[config.mk]
export PLATFORM = sky130hd
export DESIGN_NAME = id_stage_pipe_flat
export DESIGN_NICKNAME = d
export VERILOG_FILES = /design/src/rtl/id_pkg.sv /design/src/rtl/id_stage_pipe_if.sv /design/src/rtl/id_decode.sv /design/src/rtl/id_stage_pipe.sv /design/src/flat_wrapper.sv
export SDC_FILE = /design/constraint.sdc
export NUM_CORES = 2
export LEC_CHECK = 0
export ABC_AREA = 1
export CORE_AREA = 8 8 364 454
export DETAILED_ROUTE_END_ITERATION = 8
export DIE_AREA = 0 0 372 462
export PLACE_DENSITY_LB_ADDON = 0.3
export SKIP_CTS_REPAIR_TIMING = 1
export SYNTH_ARGS = -nofsm -noshare
export SYNTH_HDL_FRONTEND = slang
export SYNTH_SLANG_ARGS = --single-unit
[constraint.sdc]
create_clock -name clk -period 2.5 [get_ports clk]
set_input_delay 0.625 -clock clk [delete_from_list [all_inputs] [get_ports clk]]
set_output_delay 0.625 -clock clk [all_outputs]
set_load 0.01 [all_outputs]
[src/rtl/id_pkg.sv]
// Shared decode constants for the instruction-decode stage.
// Opcodes, control-word layout and mem_to_reg / jump codes.
package id_pkg;

    localparam logic [6:0] OPC_LUI    = 7'b0110111;
    localparam logic [6:0] OPC_AUIPC  = 7'b0010111;
    localparam logic [6:0] OPC_JAL    = 7'b1101111;
    localparam logic [6:0] OPC_JALR   = 7'b1100111;
    localparam logic [6:0] OPC_BRANCH = 7'b1100011;
    localparam logic [6:0] OPC_LOAD   = 7'b0000011;
    localparam logic [6:0] OPC_STORE  = 7'b0100011;
    localparam logic [6:0] OPC_OP_IMM = 7'b0010011;
    localparam logic [6:0] OPC_OP     = 7'b0110011;

    localparam int CTRL_W         = 12;
    localparam int CTRL_MEM_READ  = 11;
    localparam int CTRL_MEM_WRITE = 10;
    localparam int CTRL_REG_WRITE = 9;
    localparam int CTRL_ALU_SRC   = 8;
    localparam int CTRL_M2R       = 6;
    localparam int CTRL_JUMP      = 4;
    localparam int CTRL_ALU_OP    = 0;

    localparam logic [1:0] M2R_ALU = 2'b00;
    localparam logic [1:0] M2R_MEM = 2'b01;
    localparam logic [1:0] M2R_PC4 = 2'b10;
    localparam logic [1:0] M2R_IMM = 2'b11;

    localparam logic [1:0] JMP_NONE = 2'b00;
    localparam logic [1:0] JMP_BR   = 2'b01;
    localparam logic [1:0] JMP_JAL  = 2'b10;
    localparam logic [1:0] JMP_JALR = 2'b11;

    function automatic logic reg_ok(input logic [4:0] idx, input int n);
        return int'(idx) < n;
    endfunction

endpackage

[src/rtl/id_stage_pipe_if.sv]
// Fetch-side and execute-side handshake bundle of the decode stage.
// master = surrounding pipeline, slave = the decode stage.
interface id_stage_pipe_if #(
    parameter int XLEN = 32,
    parameter int AW   = 5
);
    logic            in_valid;
    logic            in_ready;
    logic [31:0]     in_inst;
    logic [XLEN-1:0] in_pc;
    logic            out_valid;
    logic            out_ready;
    logic [XLEN-1:0] out_pc;
    logic [11:0]     out_ctrl;
    logic [AW-1:0]   out_rd;
    logic [XLEN-1:0] out_rs1_data;
    logic [XLEN-1:0] out_rs2_data;
    logic [XLEN-1:0] out_imm;
    logic            out_illegal;

    modport master (
        output in_valid, in_inst, in_pc, out_ready,
        input  in_ready, out_valid, out_pc, out_ctrl, out_rd,
        input  out_rs1_data, out_rs2_data, out_imm, out_illegal
    );

    modport slave (
        input  in_valid, in_inst, in_pc, out_ready,
        output in_ready, out_valid, out_pc, out_ctrl, out_rd,
        output out_rs1_data, out_rs2_data, out_imm, out_illegal
    );
endinterface

[src/rtl/id_decode.sv]
// Combinational control decoder and I/S/B/U/J immediate generator.
// Flags unknown opcodes and register indices outside the register file.
module id_decode
    import id_pkg::*;
#(
    parameter int XLEN     = 32,
    parameter int NUM_REGS = 32
) (
    input  logic [31:0]       inst,
    output logic [CTRL_W-1:0] ctrl,
    output logic [XLEN-1:0]   imm,
    output logic              illegal,
    output logic              uses_rs1,
    output logic              uses_rs2
);
    logic [6:0]        opc;
    logic [2:0]        funct3;
    logic [4:0]        rd;
    logic [4:0]        rs1;
    logic [4:0]        rs2;
    logic [31:0]       imm_i;
    logic [31:0]       imm_s;
    logic [31:0]       imm_b;
    logic [31:0]       imm_u;
    logic [31:0]       imm_j;
    logic [31:0]       imm32;
    logic [CTRL_W-1:0] c;
    logic              bad_opc;
    logic              bad_reg;

    assign opc    = inst[6:0];
    assign funct3 = inst[14:12];
    assign rd     = inst[11:7];
    assign rs1    = inst[19:15];
    assign rs2    = inst[24:20];

    assign imm_i = {{20{inst[31]}}, inst[31:20]};
    assign imm_s = {{20{inst[31]}}, inst[31:25], inst[11:7]};
    assign imm_b = {{19{inst[31]}}, inst[31], inst[7],
                    inst[30:25], inst[11:8], 1'b0};
    assign imm_u = {inst[31:12], 12'b0};
    assign imm_j = {{11{inst[31]}}, inst[31], inst[19:12],
                    inst[20], inst[30:21], 1'b0};

    // Opcode decode into the raw control word and immediate.
    always_comb begin
        c                      = '0;
        c[CTRL_M2R +: 2]       = M2R_ALU;
        c[CTRL_JUMP +: 2]      = JMP_NONE;
        imm32                  = '0;
        bad_opc                = 1'b0;
        uses_rs1               = 1'b0;
        uses_rs2               = 1'b0;
        unique case (1'b1)
            (opc == OPC_LUI): begin
                imm32               = imm_u;
                c[CTRL_M2R +: 2]    = M2R_IMM;
                c[CTRL_REG_WRITE]   = 1'b1;
            end
            (opc == OPC_AUIPC): begin
                imm32               = imm_u;
                c[CTRL_ALU_SRC]     = 1'b1;
                c[CTRL_REG_WRITE]   = 1'b1;
            end
            (opc == OPC_JAL): begin
                imm32               = imm_j;
                c[CTRL_JUMP +: 2]   = JMP_JAL;
                c[CTRL_M2R +: 2]    = M2R_PC4;
                c[CTRL_REG_WRITE]   = 1'b1;
            end
            (opc == OPC_JALR): begin
                imm32               = imm_i;
                uses_rs1            = 1'b1;
                c[CTRL_JUMP +: 2]   = JMP_JALR;
                c[CTRL_M2R +: 2]    = M2R_PC4;
                c[CTRL_REG_WRITE]   = 1'b1;
            end
            (opc == OPC_BRANCH): begin
                imm32               = imm_b;
                uses_rs1            = 1'b1;
                uses_rs2            = 1'b1;
                c[CTRL_JUMP +: 2]   = JMP_BR;
                c[CTRL_ALU_OP +: 4] = {1'b0, funct3};
            end
            (opc == OPC_LOAD): begin
                imm32               = imm_i;
                uses_rs1            = 1'b1;
                c[CTRL_MEM_READ]    = 1'b1;
                c[CTRL_ALU_SRC]     = 1'b1;
                c[CTRL_M2R +: 2]    = M2R_MEM;
                c[CTRL_REG_WRITE]   = 1'b1;
            end
            (opc == OPC_STORE): begin
                imm32               = imm_s;
                uses_rs1            = 1'b1;
                uses_rs2            = 1'b1;
                c[CTRL_MEM_WRITE]   = 1'b1;
                c[CTRL_ALU_SRC]     = 1'b1;
            end
            (opc == OPC_OP_IMM): begin
                imm32               = imm_i;
                uses_rs1            = 1'b1;
                c[CTRL_ALU_SRC]     = 1'b1;
                c[CTRL_REG_WRITE]   = 1'b1;
                c[CTRL_ALU_OP +: 4] =
                    {(funct3 == 3'b101) & inst[30], funct3};
            end
            (opc == OPC_OP): begin
                uses_rs1            = 1'b1;
                uses_rs2            = 1'b1;
                c[CTRL_REG_WRITE]   = 1'b1;
                c[CTRL_ALU_OP +: 4] = {inst[30], funct3};
            end
            default: bad_opc = 1'b1;
        endcase
    end

    assign bad_reg = (c[CTRL_REG_WRITE] && !reg_ok(rd, NUM_REGS))
                   || (uses_rs1 && !reg_ok(rs1, NUM_REGS))
                   || (uses_rs2 && !reg_ok(rs2, NUM_REGS));

    assign illegal = bad_opc | bad_reg;
    assign ctrl    = illegal ? '0 : c;
    assign imm     = XLEN'($signed(imm32));
endmodule

[src/rtl/id_stage_pipe.sv]
// RV32I/RV32E decode stage: register file, decoder, output register.
// Define ID_BYPASS_EN to forward a same-cycle write-back into rs data.
module id_stage_pipe
    import id_pkg::*;
#(
    parameter int XLEN     = 32,
    parameter int NUM_REGS = 32,
    parameter int AW       = $clog2(NUM_REGS)
) (
    input  logic            clk,
    input  logic            reset,
    input  logic            flush,
    input  logic            wb_we,
    input  logic [AW-1:0]   wb_addr,
    input  logic [XLEN-1:0] wb_data,
    id_stage_pipe_if.slave  bus
);
    logic [XLEN-1:0]   rf [NUM_REGS];
    logic [AW-1:0]     rs1_idx;
    logic [AW-1:0]     rs2_idx;
    logic [AW-1:0]     rd_idx;
    logic [XLEN-1:0]   rs1_rf;
    logic [XLEN-1:0]   rs2_rf;
    logic [XLEN-1:0]   rs1_val;
    logic [XLEN-1:0]   rs2_val;
    logic [CTRL_W-1:0] dec_ctrl;
    logic [XLEN-1:0]   dec_imm;
    logic              dec_illegal;
    logic              uses_rs1;
    logic              uses_rs2;
    logic              hazard;
    logic              in_ready;
    logic              accept;

    logic              out_valid_q;
    logic [XLEN-1:0]   out_pc_q;
    logic [CTRL_W-1:0] out_ctrl_q;
    logic [AW-1:0]     out_rd_q;
    logic [XLEN-1:0]   out_rs1_q;
    logic [XLEN-1:0]   out_rs2_q;
    logic [XLEN-1:0]   out_imm_q;
    logic              out_illegal_q;

    id_decode #(
        .XLEN     (XLEN),
        .NUM_REGS (NUM_REGS)
    ) u_decode (
        .inst     (bus.in_inst),
        .ctrl     (dec_ctrl),
        .imm      (dec_imm),
        .illegal  (dec_illegal),
        .uses_rs1 (uses_rs1),
        .uses_rs2 (uses_rs2)
    );

    assign rs1_idx = bus.in_inst[15 +: AW];
    assign rs2_idx = bus.in_inst[20 +: AW];
    assign rd_idx  = bus.in_inst[7 +: AW];

    assign rs1_rf = (rs1_idx == '0) ? '0 : rf[rs1_idx];
    assign rs2_rf = (rs2_idx == '0) ? '0 : rf[rs2_idx];

`ifdef ID_BYPASS_EN
    assign rs1_val = (wb_we && wb_addr != '0 && wb_addr == rs1_idx)
                   ? wb_data : rs1_rf;
    assign rs2_val = (wb_we && wb_addr != '0 && wb_addr == rs2_idx)
                   ? wb_data : rs2_rf;
`else
    assign rs1_val = rs1_rf;
    assign rs2_val = rs2_rf;
`endif

    // A load in the output register blocks a consumer of its rd.
    assign hazard = out_valid_q && out_ctrl_q[CTRL_MEM_READ]
                 && (out_rd_q != '0)
                 && ((uses_rs1 && out_rd_q == rs1_idx)
                  || (uses_rs2 && out_rd_q == rs2_idx));

    assign in_ready = reset && !flush
                   && (!out_valid_q || bus.out_ready) && !hazard;
    assign accept   = bus.in_valid && in_ready;

    // Register file: cleared on reset, x0 never written.
    always_ff @(posedge clk) begin
        if (!reset) begin
            for (int i = 0; i < NUM_REGS; i++) rf[i] <= '0;
        end else if (wb_we && wb_addr != '0) begin
            rf[wb_addr] <= wb_data;
        end
    end

    // Output register: flush beats accept, accept beats drain.
    always_ff @(posedge clk) begin
        if (!reset) begin
            out_valid_q   <= 1'b0;
            out_pc_q      <= '0;
            out_ctrl_q    <= '0;
            out_rd_q      <= '0;
            out_rs1_q     <= '0;
            out_rs2_q     <= '0;
            out_imm_q     <= '0;
            out_illegal_q <= 1'b0;
        end else if (flush) begin
            out_valid_q   <= 1'b0;
        end else if (accept) begin
            out_valid_q   <= 1'b1;
            out_pc_q      <= bus.in_pc;
            out_ctrl_q    <= dec_ctrl;
            out_rd_q      <= rd_idx;
            out_rs1_q     <= rs1_val;
            out_rs2_q     <= rs2_val;
            out_imm_q     <= dec_imm;
            out_illegal_q <= dec_illegal;
        end else if (bus.out_ready) begin
            out_valid_q   <= 1'b0;
        end
    end

    assign bus.in_ready     = in_ready;
    assign bus.out_valid    = out_valid_q;
    assign bus.out_pc       = out_pc_q;
    assign bus.out_ctrl     = out_ctrl_q;
    assign bus.out_rd       = out_rd_q;
    assign bus.out_rs1_data = out_rs1_q;
    assign bus.out_rs2_data = out_rs2_q;
    assign bus.out_imm      = out_imm_q;
    assign bus.out_illegal  = out_illegal_q;
endmodule

[src/flat_wrapper.sv]
// flat-port wrapper written by rule: the top's interface ports become plain ports
module id_stage_pipe_flat import id_pkg::*;
#(
    parameter int XLEN     = 32,
    parameter int NUM_REGS = 32,
    parameter int AW       = $clog2(NUM_REGS)
)
  (clk, reset, flush, wb_we, wb_addr, wb_data, bus_in_valid, bus_in_inst, bus_in_pc, bus_out_ready, bus_in_ready, bus_out_valid, bus_out_pc, bus_out_ctrl, bus_out_rd, bus_out_rs1_data, bus_out_rs2_data, bus_out_imm, bus_out_illegal);
  id_stage_pipe_if #(.XLEN(XLEN), .AW(AW)) bus_i ();
  input  logic clk;
  input  logic reset;
  input  logic flush;
  input  logic wb_we;
  input  logic [AW-1:0] wb_addr;
  input  logic [XLEN-1:0] wb_data;
  input wire logic [$bits(bus_i.in_valid)-1:0] bus_in_valid;
  input wire logic [$bits(bus_i.in_inst)-1:0] bus_in_inst;
  input wire logic [$bits(bus_i.in_pc)-1:0] bus_in_pc;
  input wire logic [$bits(bus_i.out_ready)-1:0] bus_out_ready;
  output wire logic [$bits(bus_i.in_ready)-1:0] bus_in_ready;
  output wire logic [$bits(bus_i.out_valid)-1:0] bus_out_valid;
  output wire logic [$bits(bus_i.out_pc)-1:0] bus_out_pc;
  output wire logic [$bits(bus_i.out_ctrl)-1:0] bus_out_ctrl;
  output wire logic [$bits(bus_i.out_rd)-1:0] bus_out_rd;
  output wire logic [$bits(bus_i.out_rs1_data)-1:0] bus_out_rs1_data;
  output wire logic [$bits(bus_i.out_rs2_data)-1:0] bus_out_rs2_data;
  output wire logic [$bits(bus_i.out_imm)-1:0] bus_out_imm;
  output wire logic [$bits(bus_i.out_illegal)-1:0] bus_out_illegal;
  assign bus_i.in_valid = bus_in_valid;
  assign bus_i.in_inst = bus_in_inst;
  assign bus_i.in_pc = bus_in_pc;
  assign bus_i.out_ready = bus_out_ready;
  assign bus_in_ready = bus_i.in_ready;
  assign bus_out_valid = bus_i.out_valid;
  assign bus_out_pc = bus_i.out_pc;
  assign bus_out_ctrl = bus_i.out_ctrl;
  assign bus_out_rd = bus_i.out_rd;
  assign bus_out_rs1_data = bus_i.out_rs1_data;
  assign bus_out_rs2_data = bus_i.out_rs2_data;
  assign bus_out_imm = bus_i.out_imm;
  assign bus_out_illegal = bus_i.out_illegal;
  id_stage_pipe #(.XLEN(XLEN), .NUM_REGS(NUM_REGS), .AW(AW)) u_core (.clk(clk), .reset(reset), .flush(flush), .wb_we(wb_we), .wb_addr(wb_addr), .wb_data(wb_data), .bus(bus_i));
endmodule
---- Word-level counts from Yosys, hierarchy flattened ----
Memory sizes are Yosys's and may differ from the RTL's.
Cells that the tools add are included.
word-level totals
  bits in registers ....................... 147
  logic and storage cells ................. 78
  RAM bits ................................ 1024
  latch bits .............................. 0
  memories kept ........................... 1
  memory bits (read-only) ................. 0
cells by class
  divide/modulo/power cells ............... 0
  shift-type cells ........................ 0
  reductions and logical operators ........ 31
  equal/unequal tests ..................... 12
  multiplexer cells ....................... 23
  bitwise gates (word level) .............. 3
  multiply operators ...................... 0
  magnitude comparators ................... 0
  $add $sub $neg .......................... 0
memories
  memory     depth  width  read ports  clocked after memory_dff  write ports  line                 text
  u_core.rf  32     32     2           0                         32           id_stage_pipe.sv:18  logic [XLEN-1:0] rf [NUM_REGS];
operator list
  kind                count
  $pmux 32 s5         1
  $mux 32             3
  $reduce_or 32->1    1
  $eq 7x6->1 const B  3
  $eq 7x7->1 const B  3
  $eq 7x5->1 const B  2
  $mux 1              14
  $mux 12             1
  $pmux 2 s3          2
  $pmux 4 s3          1
  $eq 5x5->1          2
  $logic_and 1x1->1   10
  $logic_not 5->1     2
  $reduce_bool 5->1   2
  $reduce_or 9->1     1
  $eq 7x2->1 const B  1
  $reduce_or 7->1     1
  $reduce_or 2->1     3
  $reduce_or 3->1     2
  $reduce_or 6->1     1
  $mux 5              1
  $reduce_or 4->1     1
  $eq 3x3->1 const B  1
  $logic_not 1->1     3
  5 further kinds     7

---- Depth between registers and ports, before layout ----
  depth after elaboration ................. 10
  gate-level depth with buffers ........... 15

---- By module ----
A second synthesis with hierarchy kept.
unflattened totals
  cells, all modules ...................... 8585
  area total of the unflattened synthesis .. 65106.2 sq um
modules (own cells, without submodules)
  module         area each (sq um)  cells each  instances
  id_stage_pipe  64383.0            8445        1
  id_decode      723.2              140         1

---- Worst setup path after synthesis ----
OpenSTA, ideal clock, no wires.
  path kind ............................... input to register
  from .................................... in wb_addr[2]
  to ...................................... mem u_core.rf[31][0] (enable)
  arrival time ............................ 2.190 ns
  stages on the path ...................... 9
  path slack .............................. -0.167 ns
  cells stage by stage .................... nor3_1 > nand2_1 > nand3_1 > inv_1 > nand3_1 > inv_1 > nand2_1 > buf_2 > nand2_1
RTL lines
  item             line                 text
  start, declared  flat_wrapper.sv:14   input logic [AW-1:0] wb_addr;
  end, declared    id_stage_pipe.sv:18

---- Final worst setup path ----
  from .................................... in bus_in_inst[2]
  to ...................................... out bus_in_ready
between the ends
  longest elaborated chain between the ends .. 8
  elaborated cells between the ends (all ways) .. 16
  those cells by class .................... 6 x eq/ne; 2 x mux; 8 x reduce/logical
RTL lines
  item                                                                 line                                      text
  start, declared                                                      flat_wrapper.sv:17                        input wire logic [$bits(bus_i.in_inst)-1:0] bus_in_inst;
  $eq 7x7->1 (tied with other cells)                                   id_decode.sv:71                           (opc == OPC_JALR): begin
  $reduce_or 6->1 (no line) / $reduce_or 3->1 (equally long branches)  n/a
  $mux 1                                                               id_decode.sv:54                           unique case (1'b1)
  $logic_and 1x1->1, on equally long branches                          id_stage_pipe.sv:76, id_stage_pipe.sv:77
  $logic_or 1x1->1 (*)                                                 id_stage_pipe.sv:77                       || (uses_rs2 && out_rd_q == rs2_idx));
  $logic_and 1x1->1 (*)                                                id_stage_pipe.sv:76                       && ((uses_rs1 && out_rd_q == rs1_idx)
  $logic_not 1->1 (*)                                                  id_stage_pipe.sv:80                       && (!out_valid_q || bus.out_ready) && !hazard;
  $logic_and 1x1->1 (*)                                                id_stage_pipe.sv:80
  end, declared                                                        flat_wrapper.sv:20                        output wire logic [$bits(bus_i.in_ready)-1:0] bus_in_ready;
Mark *: on every way between the ends. The rest lies on a longest branch, timed or not.

==> impl_metrics.json <==
{
  "synth_top_area_share_pct": 49.0,
  "synth.area.top_cells": "sky130_fd_sc_hd__edfxtp_1 49%, sky130_fd_sc_hd__nand2_1 15%, sky130_fd_sc_hd__nand3_1 9.9%",
  "min_path_cells": 4,
  "ys.warnings.count": 0,
  "drt_iter0_markers": 8433,
  "slew-limit-headroom_pct": 43.5,
  "cts.path.max_buffers": 3,
  "worst_slew_pin_slew_ns": 0.847,
  "setup_slack_of_the_critical_path_after_layout_ns": -0.136,
  "violations": "design-rule violations, negative setup slack",
  "period_needed_ns": 2.64,
  "final-hold-violation-count": 0,
  "critical_path_peak_fanout": 2,
  "initial_antenna_violation_count": 8,
  "synth.lib_cells_used.distinct": 32,
  "drc_errors": 1,
  "synth_largest_area_cell": "sky130_fd_sc_hd__edfxtp_1",
  "start_kind": "input pin",
  "maxCapViolations": 0,
  "total_power_mw": 48.5,
  "total_clock_buffers_created_by_cts": 118,
  "cellPowerDensity_nw_per_um2": 636,
  "wl_mm": 253,
  "place.detailed.hpwl_mm": 168,
  "static-leakage-power_nw": 32.3,
  "synth_enable_flop_cells": 1024,
  "grt_pass1_wl_mm": 368,
  "drive_gt1_share_pct": 10.8,
  "grt_setup_unrepaired": "true",
  "fp.dieH_um": 462,
  "postSynthAreaPerCell_sq_um": 7.75,
  "place_congestion": 0.961,
  "synth-main-ff-cell": "sky130_fd_sc_hd__edfxtp_1",
  "finalSetupViolCount": 1,
  "worst_hold_end": "u_core.bus.out_valid",
  "nets": 8577,
  "detailroute.via_count": 61060,
  "detail-route-antenna-nets": 0,
  "syn2layout_area_growth_pct": 21.6,
  "result_of_the_run": "finished with violations",
  "slew_viol_final": 0,
  "routed_via_density": 5.74,
  "clock_sink_count": 1171,
  "io_buffer_count": 254,
  "finalHoldWorstSlack_ns": 0.239,
  "fp-row-count": 163,
  "clock-skew-final_ns": 0.0293,
  "core_region_area_sq_um": 158000,
  "place.detailed.instances": 10409,
  "max_freq_mhz": 379,
  "grt_usage_pct": 28.3,
  "worstSkewPairLatency_ns": 0.76,
  "synth.cells.most_frequent": "2,479 x sky130_fd_sc_hd__nand2_1, 1,623 x sky130_fd_sc_hd__nor2_1, 1,245 x sky130_fd_sc_hd__nand3_1, 1,024 x sky130_fd_sc_hd__edfxtp_1, 309 x sky130_fd_sc_hd__o21ai_0",
  "rrSetupSlack_ns": 0.43,
  "synth.most_common_cell": "sky130_fd_sc_hd__nand2_1",
  "initial_drt_pass_iterations": 9,
  "floorplan.die.width_um": 372,
  "clk_transition_reported_paths_ns": 0.06,
  "cts_tree": "done",
  "post_synth_instance_area_sq_um": 62700,
  "final-instance-count-excl-fill": 10639,
  "min-delay-start": "reset",
  "vdd_ir_drop_max_uv": 554,
  "worst-setup-path-type": "in2out",
  "number_of_global_route_vias_before_repair": 58106,
  "ys_seq_elements": 1171,
  "synth_sequential_area_ratio_pct": 53.7,
  "cts.htree.levels": 3,
  "hold_crit_path_type": "in2reg",
  "regToRegEndpoint": "u_core.bus.out_imm[9]",
  "worst_r2r_startpoint": "u_core.bus.out_rd[0]",
  "grt-ovfl-total": 0,
  "data_arrival_time_of_the_worst_path_ns": 2.01,
  "initial_utilization_pct": 39.8,
  "postSynth.asyncResetShare_pct": 0,
  "wl_per_instance_um": 23.8,
  "synth_cells": 8096,
  "design.portCount": 255,
  "design.die.area_sq_um": 172000,
  "worst-endpoint-required_ns": 1.88,
  "worst_reg_to_reg_cells": 16,
  "grt_start_max_net_pins": 79,
  "cp-end-kind": "output pin",
  "crit_share_post_route_pct": 105,
  "cts.root.buffer_cell": "sky130_fd_sc_hd__clkbuf_16"
}
## worst max-delay path: stages
cell and delay [ns]:
sky130_fd_sc_hd__clkdlybuf4s50_1 0.48, sky130_fd_sc_hd__buf_4 0.12, sky130_fd_sc_hd__nand2_1 0.07, sky130_fd_sc_hd__nor2_2 0.12
sky130_fd_sc_hd__nand2_2 0.08, sky130_fd_sc_hd__nand3_1 0.10, sky130_fd_sc_hd__nand2_1 0.06, sky130_fd_sc_hd__nand2_1 0.08
sky130_fd_sc_hd__nand2_2 0.07, sky130_fd_sc_hd__nand2_2 0.07, sky130_fd_sc_hd__inv_2 0.04, sky130_fd_sc_hd__buf_6 0.11
## metrics by stage
stage / util (%) / setup TNS (ns) / worst slack [ns] / cell area [sq um]
6_report: 48.4 / -0.136 / -0.136 / 76300
4_1_cts: 48.4 / -1.42 / -0.748 / 76200
2_1_floorplan: - / -151.08 / -0.167 / 62900
3_3_place_gp: 45.9 / -785.36 / -0.828 / 72400
5_1_grt: 48.4 / -0.248 / -0.248 / 76300
3_5_place_dp: 45.9 / -716.30 / -0.744 / 72400
## cells in the final DEF (no fill, tap or decap), types with 8 or more instances in the layout
cell type,netlist,layout
sky130_fd_sc_hd__conb_1,1,32
sky130_fd_sc_hd__a21oi_1,175,174
sky130_fd_sc_hd__clkdlybuf4s50_1,0,238
sky130_fd_sc_hd__clkinvlp_4,0,8
sky130_fd_sc_hd__inv_1,289,282
sky130_fd_sc_hd__clkbuf_1,273,24
sky130_fd_sc_hd__inv_2,9,10
sky130_fd_sc_hd__clkinv_2,0,20
sky130_fd_sc_hd__nand2_1,2479,2426
sky130_fd_sc_hd__buf_12,0,196
sky130_fd_sc_hd__edfxtp_1,1024,1024
sky130_fd_sc_hd__clkinv_1,3,26
sky130_fd_sc_hd__buf_4,48,453
sky130_fd_sc_hd__nand2_2,2,54
sky130_fd_sc_hd__o21ai_0,309,309
sky130_fd_sc_hd__o21ai_1,10,10
sky130_fd_sc_hd__clkbuf_16,0,124
sky130_fd_sc_hd__nor2_1,1623,1619
sky130_fd_sc_hd__nand3_1,1245,1245
sky130_fd_sc_hd__bufinv_16,0,9
sky130_fd_sc_hd__o211ai_1,55,55
sky130_fd_sc_hd__dfxtp_1,147,137
sky130_fd_sc_hd__nor3_1,14,14
## per-layer routing
metal | global-route usage, % | vias up | share of wire, %
met5 | 0 | - | 0.019
met4 | 15.2 | 6 | 5.7
met1 | 34.7 | 28583 | 36
met2 | 46.3 | 4390 | 46
met3 | 6.30 | 897 | 13
li1 | - | 27184 | -
## final cells by class
cell class,instances,area (sq um)
fill,14785,81300
sequential,1171,33700
multi-input combinational,5975,25100
timing repair buffer,903,9890
clock buffer,157,3280
tap,2062,2580
inverter,301,1170
clock inverter,67,587
antenna,3,7.51
## logic make-up (layout without fill, tap and decap cells)
family / count (synthesis) / after routing / synth area share [%]
xor+xnor: 2 / 2 / 0.0279
buf+inv: 981 / 1428 / 6.75
flops: 1171 / 1171 / 53.7
compound gates: 561 / 561 / 4.73
other cells: 1 / 35 / 0.00598
simple gates: 5380 / 5380 / 34.8
## power by group
group	leakage [nW]	switching, mW	internal, mW	total (mW)
logic	19.4	4.93	2.64	7.57
clock network	1.89	7.95	10.1	18.1
registers	11.0	0.584	22.3	22.9
## how the worst max path moves through the flow
stage                    startpoint          endpoint  slack (ns)
6_report             bus_in_inst[2]      bus_in_ready       -0.14
5_1_grt        u_core.bus.out_rd[0]      bus_in_ready       -0.25
4_1_cts              bus_in_inst[0]      bus_in_ready       -0.75
3_5_place_dp         bus_in_inst[0]      bus_in_ready       -0.74
3_3_place_gp         bus_in_inst[0]      bus_in_ready       -0.83
2_1_floorplan            wb_addr[2]  u_core.rf[31][0]       -0.17
## registers in the layout (all words and copies together), names as in the netlist
| register | flops |
|---|---|
| u_core.bus.out_rs2_data | 32 |
| u_core.bus.out_valid | 1 |
| u_core.bus.out_imm | 32 |
| u_core.bus.out_pc | 32 |
| u_core.bus.out_ctrl | 12 |
| u_core.bus.out_illegal | 1 |
| u_core.bus.out_rd | 5 |
| u_core.rf | 1024 |
| u_core.bus.out_rs1_data | 32 |
No activity file was read; power rests on OpenSTA's default activity.
